## config.mk

```make
export PLATFORM = sky130hd
export DESIGN_NAME = f_multdiv_seq_flat
export DESIGN_NICKNAME = d
export VERILOG_FILES = /design/src/rtl/f_multdiv_seq_if.sv /design/src/rtl/f_multdiv_seq.sv /design/src/flat_wrapper.sv
export SDC_FILE = /design/constraint.sdc
export NUM_CORES = 1
export LEC_CHECK = 0
export CELL_PAD_IN_SITES_DETAIL_PLACEMENT = 0
export CELL_PAD_IN_SITES_GLOBAL_PLACEMENT = 2
export CORE_MARGIN = 2
export CORE_UTILIZATION = 31
export CTS_BUF_LIST = sky130_fd_sc_hd__clkbuf_16
export CTS_CLUSTER_SIZE = 10
export DETAILED_ROUTE_END_ITERATION = 16
export GPL_TIMING_DRIVEN = 1
export HOLD_SLACK_MARGIN = 0.08
export PLACE_DENSITY_LB_ADDON = 0.08
export SLEW_MARGIN = 20
export SYNTH_ARGS = -nofsm -noshare
export SYNTH_HDL_FRONTEND = slang
export SYNTH_SLANG_ARGS = --single-unit
```

## constraint.sdc

```tcl
create_clock -name clk -period 4.4 [get_ports clk]
set_input_delay 0.88 -clock clk [delete_from_list [all_inputs] [get_ports clk]]
set_output_delay 0.88 -clock clk [all_outputs]
set_load 0.02 [all_outputs]
```

## src/rtl/f_multdiv_seq_if.sv

```systemverilog
// Handshake and result bundle between the control unit and the MULT/DIV sequencer.
interface f_multdiv_seq_if;
  logic        start_mult;
  logic        start_div;
  logic [31:0] op_a;
  logic [31:0] op_b;
  logic        busy;
  logic        done;
  logic        div_zero;
  logic [31:0] hi_out;
  logic [31:0] lo_out;

  modport master (
    output start_mult, start_div, op_a, op_b,
    input  busy, done, div_zero, hi_out, lo_out
  );

  modport slave (
    input  start_mult, start_div, op_a, op_b,
    output busy, done, div_zero, hi_out, lo_out
  );
endinterface

```

## src/rtl/f_multdiv_seq.sv

```systemverilog
// Multicycle signed Booth multiply / restoring divide sequencer owning HI and LO.
// Optional macro DIV_ZERO_TRAP_EN: divide by zero skips the datapath and pulses div_zero.
module f_multdiv_seq (
  input  logic            clk,
  input  logic            reset,
  f_multdiv_seq_if.slave  bus
);

  typedef enum logic [2:0] {StIdle, StMult, StDiv, StFix, StDone} state_e;

  state_e      state_q, state_d;
  logic [5:0]  cnt_q, cnt_d;
  logic [31:0] a_q, a_d;
  logic [31:0] b_q, b_d;
  logic        is_div_q, is_div_d;
  // Accumulator / remainder. The extra top bit keeps acc - (-2^31) from overflowing.
  logic [32:0] acc_q, acc_d;
  logic [31:0] mq_q, mq_d;
  logic        qm1_q, qm1_d;
  logic [31:0] hi_q, hi_d;
  logic [31:0] lo_q, lo_d;
  logic        busy_q, busy_d;
  logic        done_q, done_d;
`ifdef DIV_ZERO_TRAP_EN
  logic        div_zero_q, div_zero_d;
`endif

  logic [32:0] booth_add;
  logic [32:0] booth_sum;
  logic [31:0] div_mag;
  logic [32:0] rem_sh;
  logic [32:0] rem_sub;
  logic        rem_ge;

  always_comb begin
    booth_add = {a_q[31], a_q};
    unique case ({mq_q[0], qm1_q})
      2'b01:   booth_sum = acc_q + booth_add;
      2'b10:   booth_sum = acc_q - booth_add;
      default: booth_sum = acc_q;
    endcase

    div_mag = b_q[31] ? (~b_q + 32'd1) : b_q;
    rem_sh  = {acc_q[31:0], mq_q[31]};
    rem_ge  = (rem_sh >= {1'b0, div_mag});
    rem_sub = rem_sh - {1'b0, div_mag};
  end

  always_comb begin
    state_d  = state_q;
    cnt_d    = cnt_q;
    a_d      = a_q;
    b_d      = b_q;
    is_div_d = is_div_q;
    acc_d    = acc_q;
    mq_d     = mq_q;
    qm1_d    = qm1_q;
    hi_d     = hi_q;
    lo_d     = lo_q;
    done_d   = 1'b0;
`ifdef DIV_ZERO_TRAP_EN
    div_zero_d = 1'b0;
`endif

    unique case (state_q)
      StIdle: begin
        if (bus.start_mult) begin
          a_d      = bus.op_a;
          b_d      = bus.op_b;
          is_div_d = 1'b0;
          cnt_d    = 6'd0;
          acc_d    = 33'd0;
          mq_d     = bus.op_b;
          qm1_d    = 1'b0;
          state_d  = StMult;
        end else if (bus.start_div) begin
          a_d      = bus.op_a;
          b_d      = bus.op_b;
          is_div_d = 1'b1;
          cnt_d    = 6'd0;
          acc_d    = 33'd0;
          mq_d     = bus.op_a[31] ? (~bus.op_a + 32'd1) : bus.op_a;
          qm1_d    = 1'b0;
          state_d  = StDiv;
`ifdef DIV_ZERO_TRAP_EN
          if (bus.op_b == 32'd0) begin
            state_d    = StDone;
            done_d     = 1'b1;
            div_zero_d = 1'b1;
          end
`endif
        end
      end

      StMult: begin
        acc_d = {booth_sum[32], booth_sum[32:1]};
        mq_d  = {booth_sum[0], mq_q[31:1]};
        qm1_d = mq_q[0];
        cnt_d = cnt_q + 6'd1;
        if (cnt_q == 6'd31) state_d = StFix;
      end

      StDiv: begin
        acc_d = rem_ge ? rem_sub : rem_sh;
        mq_d  = {mq_q[30:0], rem_ge};
        cnt_d = cnt_q + 6'd1;
        if (cnt_q == 6'd31) state_d = StFix;
      end

      StFix: begin
        if (is_div_q) begin
          lo_d = (a_q[31] ^ b_q[31]) ? (~mq_q + 32'd1) : mq_q;
          hi_d = a_q[31] ? (~acc_q[31:0] + 32'd1) : acc_q[31:0];
        end else begin
          hi_d = acc_q[31:0];
          lo_d = mq_q;
        end
        done_d  = 1'b1;
        state_d = StDone;
      end

      StDone: state_d = StIdle;

      default: state_d = StIdle;
    endcase

    busy_d = (state_d != StIdle);
  end

  always_ff @(posedge clk) begin
    if (reset) begin
      state_q    <= StIdle;
      cnt_q      <= 6'd0;
      a_q        <= 32'd0;
      b_q        <= 32'd0;
      is_div_q   <= 1'b0;
      acc_q      <= 33'd0;
      mq_q       <= 32'd0;
      qm1_q      <= 1'b0;
      hi_q       <= 32'd0;
      lo_q       <= 32'd0;
      busy_q     <= 1'b0;
      done_q     <= 1'b0;
`ifdef DIV_ZERO_TRAP_EN
      div_zero_q <= 1'b0;
`endif
    end else begin
      state_q    <= state_d;
      cnt_q      <= cnt_d;
      a_q        <= a_d;
      b_q        <= b_d;
      is_div_q   <= is_div_d;
      acc_q      <= acc_d;
      mq_q       <= mq_d;
      qm1_q      <= qm1_d;
      hi_q       <= hi_d;
      lo_q       <= lo_d;
      busy_q     <= busy_d;
      done_q     <= done_d;
`ifdef DIV_ZERO_TRAP_EN
      div_zero_q <= div_zero_d;
`endif
    end
  end

  assign bus.busy   = busy_q;
  assign bus.done   = done_q;
  assign bus.hi_out = hi_q;
  assign bus.lo_out = lo_q;
`ifdef DIV_ZERO_TRAP_EN
  assign bus.div_zero = div_zero_q;
`else
  assign bus.div_zero = 1'b0;
`endif

endmodule

```

## src/flat_wrapper.sv

```systemverilog
// flat-port wrapper written by rule: the top's interface ports become plain ports
module f_multdiv_seq_flat 
  (clk, reset, bus_start_mult, bus_start_div, bus_op_a, bus_op_b, bus_busy, bus_done, bus_div_zero, bus_hi_out, bus_lo_out);
  f_multdiv_seq_if bus_i ();
  input  logic clk;
  input  logic reset;
  input wire logic [$bits(bus_i.start_mult)-1:0] bus_start_mult;
  input wire logic [$bits(bus_i.start_div)-1:0] bus_start_div;
  input wire logic [$bits(bus_i.op_a)-1:0] bus_op_a;
  input wire logic [$bits(bus_i.op_b)-1:0] bus_op_b;
  output wire logic [$bits(bus_i.busy)-1:0] bus_busy;
  output wire logic [$bits(bus_i.done)-1:0] bus_done;
  output wire logic [$bits(bus_i.div_zero)-1:0] bus_div_zero;
  output wire logic [$bits(bus_i.hi_out)-1:0] bus_hi_out;
  output wire logic [$bits(bus_i.lo_out)-1:0] bus_lo_out;
  assign bus_i.start_mult = bus_start_mult;
  assign bus_i.start_div = bus_start_div;
  assign bus_i.op_a = bus_op_a;
  assign bus_i.op_b = bus_op_b;
  assign bus_busy = bus_i.busy;
  assign bus_done = bus_i.done;
  assign bus_div_zero = bus_i.div_zero;
  assign bus_hi_out = bus_i.hi_out;
  assign bus_lo_out = bus_i.lo_out;
  f_multdiv_seq u_core (.clk(clk), .reset(reset), .bus(bus_i));
endmodule
```

==> out/results.tsv <==
stage	metric	value	unit
detailed_routing	Avg WL per Cell	21.41	um
sta	RSZ-0062 raised after global routing	true	
yosys	Post-synth EDFFs	0	
yosys	top cells by count, synth	nand2_1 (288), dfxtp_1 (206), nor2_1 (205)	
sta	Fin Clk Skew	0.03001	ns
yosys	cell area after synthesis	15510	sq um
detailed_routing	initial DRC count	1356	
clock_network	H-tree depth	1	
yosys	prevailing post-synth register cell	dfxtp_1	
sta	count of final hold-check violations	0	
floorplanning	die area	51830	sq um
yosys	cell taking the most area after synthesis	dfxtp_1	
grt	Tot GR Track Use	24.98	%
setup_path	crit path max fanout	7	
yosys	synth top area cells	dfxtp_1 (27%), nand2_1 (7.0%), a21oi_1 (6.5%), xor2_1 (5.9%), ha_1 (5.7%)	
sta	Achievable Freq	0.2192	GHz
yosys	fraction of registers with async set/reset	0	%
place	RD Place Congestion	0.9261	
outcome	status	finished with violations	
clock_network	clk buf depth	3	
setup_path	Critical Path Max Stage Delay	0.55	ns
setup_path	critical path arrival	4.94	ns
power_and_ir_drop	power density cells	403.1	nW/um^2
sta	Slew HR	42.06	%
final_layout	NumNets Final	2535	
clock_network	worst skew pair latency	0.56	ns
outcome	failing checks	negative setup slack	
floorplanning	Die W	227.7	um
clock_network	Root Buffer	clkbuf_16	
clock_network	TritonCTS clock tree	yes	
setup_path	WS Path Type	flip-flop to flip-flop	
detailed_routing	Post-Route WL	65.76	mm
final_layout	final core occ	41.89	%
final_layout	fin cells	3071	
floorplanning	num rows	81	
place	Final HPWL DP	51.76	mm
setup_path	Buf+Inv Stages, Crit Path	2	
final_layout	share of layout cells above drive strength 1	17.95	%
yosys	count leader, synth	nand2_1	
grt	largest net degree at the start of global routing	105	
yosys	synthesized net count	2241	
clock_network	Num CTS Buffers	26	
grt	first-pass GRT wire length	97.88	mm
run	Max Cap Viol	0	
detailed_routing	drt via density	5.448	
detailed_routing	post-route ant nets	0	
power_and_ir_drop	VDD IR max	268.7	uV
min_path	Hold Crit Class	flip-flop to flip-flop	
setup_path	cells along the critical path	or4_4 -> nor2_4 -> nand3_2 -> or4_4 -> nand2b_4 -> o31ai_4 -> xor2_1 -> ha_2 -> a21oi_2 -> o21ai_2 -> or2_4 -> o311ai_4 -> buf_6 -> and2_4 -> nor2_4 -> buf_12 -> a2111oi_4 -> a211oi_1	
floorplanning	Die Height	227.7	um
sta	period utilization	103.7	%
floorplanning	Starting Density	31.55	%
grt	initial antenna violation count	0	
grt	grt total ovfl	0	
yosys	Yosys warnings	0	
detailed_routing	routed via count	16730	
final_layout	ant diodes	0	
detailed_routing	DRC Markers	0	
floorplanning	core area	49150	sq um
detailed_routing	drt pass-1 iters	6	
clock_network	clock-pin slew on the worst setup and hold paths	0.06	ns
yosys	Distinct cells, synth	86	
sta	Tmin final	4.563	ns
final_layout	synthesis-to-layout area growth	32.76	%
place	placed cells	3015	
sta	Setup Viol. Count Final	27	
grt	vias in the first global route	15490	
final_layout	FILL cells	5067	
sta	Tightest Pin Transition	0.8691	ns
yosys	Synth Register Bits	206	
place	# port buffers	133	
sta	Final WS setup	-0.1628	ns
yosys	top cell type's share of synthesized area	26.59	%
floorplanning	Ports	135	
clock_network	Clock Sinks	206	
setup_path	CP required	4.78	ns
setup_path	critical path capture point type	flip-flop	
setup_path	Crit path max-delay family	simple AND/OR/NAND/NOR gates	
place	post-place setup slack	-0.3980	ns
clock_network	CTS Hold Bufs	0	
yosys	Avg Inst Size Synth	7.385	sq um
power_and_ir_drop	Pleak	8.140	nW
setup_path	CP max-delay cell	or4_4	
yosys	sequential area share after synthesis	26.59	%
setup_path	Worst setup SP type	flip-flop	
yosys	Cells after Synth	2100	
sta	max-slew violations	0	
==> per-stage QoR <==
step                setup TNS [ns]  power (W)  cell area, sq um  hold slack (ns)
CTS                         -1.524   0.008193             20310           0.4554
floorplan                   -1.567   0.004388             15630           0.4479
detailed placement          -9.360   0.006017             19240           0.4477
finish                      -2.291   0.008298             20590           0.4502
global placement            -8.978   0.006027             19240           0.4463
global route                -7.944   0.008789             20590           0.4736
==> flip-flops by register name (all words and copies together), names as in the netlist <==
| signal | count |
|---|---|
| u_core.state_q | 3 |
| u_core.bus.lo_out | 32 |
| u_core.cnt_q | 6 |
| u_core.bus.hi_out | 32 |
| u_core.b_q | 32 |
| u_core.mq_q | 32 |
| u_core.qm1_q | 1 |
| u_core.a_q | 32 |
| u_core.bus.done | 1 |
| u_core.is_div_q | 1 |
| u_core.acc_q | 33 |
| u_core.bus.busy | 1 |
==> power by group <==
group	internal, W	switching [W]	leakage (nW)	total (W)
Sequential	0.00201	0.000223	1.69	0.00223
Combinational	0.00180	0.00231	6.06	0.00411
Clock	0.00111	0.000843	0.390	0.00195
==> routing by layer <==
metal,share of wire [%],vias to the layer above,track usage (%)
met5,0,-,0
met4,3.5,0,8.286
met3,5.9,79,3.548
met2,42,493,37.52
met1,49,7929,36.39
li1,-,8230,-
==> kinds of logic after synthesis <==
family                   share of synthesized area (%)
AND/OR/NAND/NOR                                  22.54
AO/OA/AOI/OAI                                    28.12
flip-flops                                       26.59
XOR/XNOR                                         10.62
buffers and inverters                            4.687
adder cells (fa/ha/maj)                          5.986
multiplexers                                     1.436
other                                          0.02418
==> cell usage in the layout (no fill, tap or decap), drive strengths merged, types with 57 or more instances in the layout <==
cell / count
ha: 71
nor2: 207
xnor2: 83
nand2: 290
dfxtp: 206
nor3: 57
a211oi: 73
o21ai: 146
clkdlybuf4s50: 131
buf: 281
a21oi: 202
xor2: 105
==> path summary, 6_finish.rpt <==
check | cells past startpoint | from | end | slack [ns]
max reg2reg | 18 | u_core.b_q[9] | u_core.acc_q[21] | -0.16
min reg2reg | 2 | u_core.bus.lo_out[30] | u_core.bus.lo_out[30] | 0.45
min | 2 | u_core.bus.lo_out[30] | u_core.bus.lo_out[30] | 0.45
max | 18 | u_core.b_q[9] | u_core.acc_q[21] | -0.16
==> what timing repair did <==
item                                    in CTS  in global routing
setup buffers                                9                  4
endpoints found under the setup margin      34                 34
gates cloned                                 2                  0
pin swaps                                   30                 17
resized for setup                           57                 46
==> cell type report <==
type	instances	area (sq um)	share of cell area (%)
Timing Repair Buffer	412	3501	17.00
Multi-Input combinational cell	1710	11240	54.60
Clock inverter	15	96.34	0.4679
Clock buffer	26	650.6	3.160
Sequential cell	206	4126	20.04
Inverter	38	142.6	0.6928
Tap cell	664	830.8	4.035
==> worst reg2reg max path: cells and delay by family, from the launching register on <==
kind | cells | cell delay (ns)
AND/OR/NAND/NOR | 8 | 2.01
AO/OA/AOI/OAI | 6 | 1.13
adder cells (fa/ha/maj) | 1 | 0.36
buffers and inverters | 2 | 0.34
flip-flops | 1 | 0.32
XOR/XNOR | 1 | 0.25
Power figures use the tool's default switching activity.
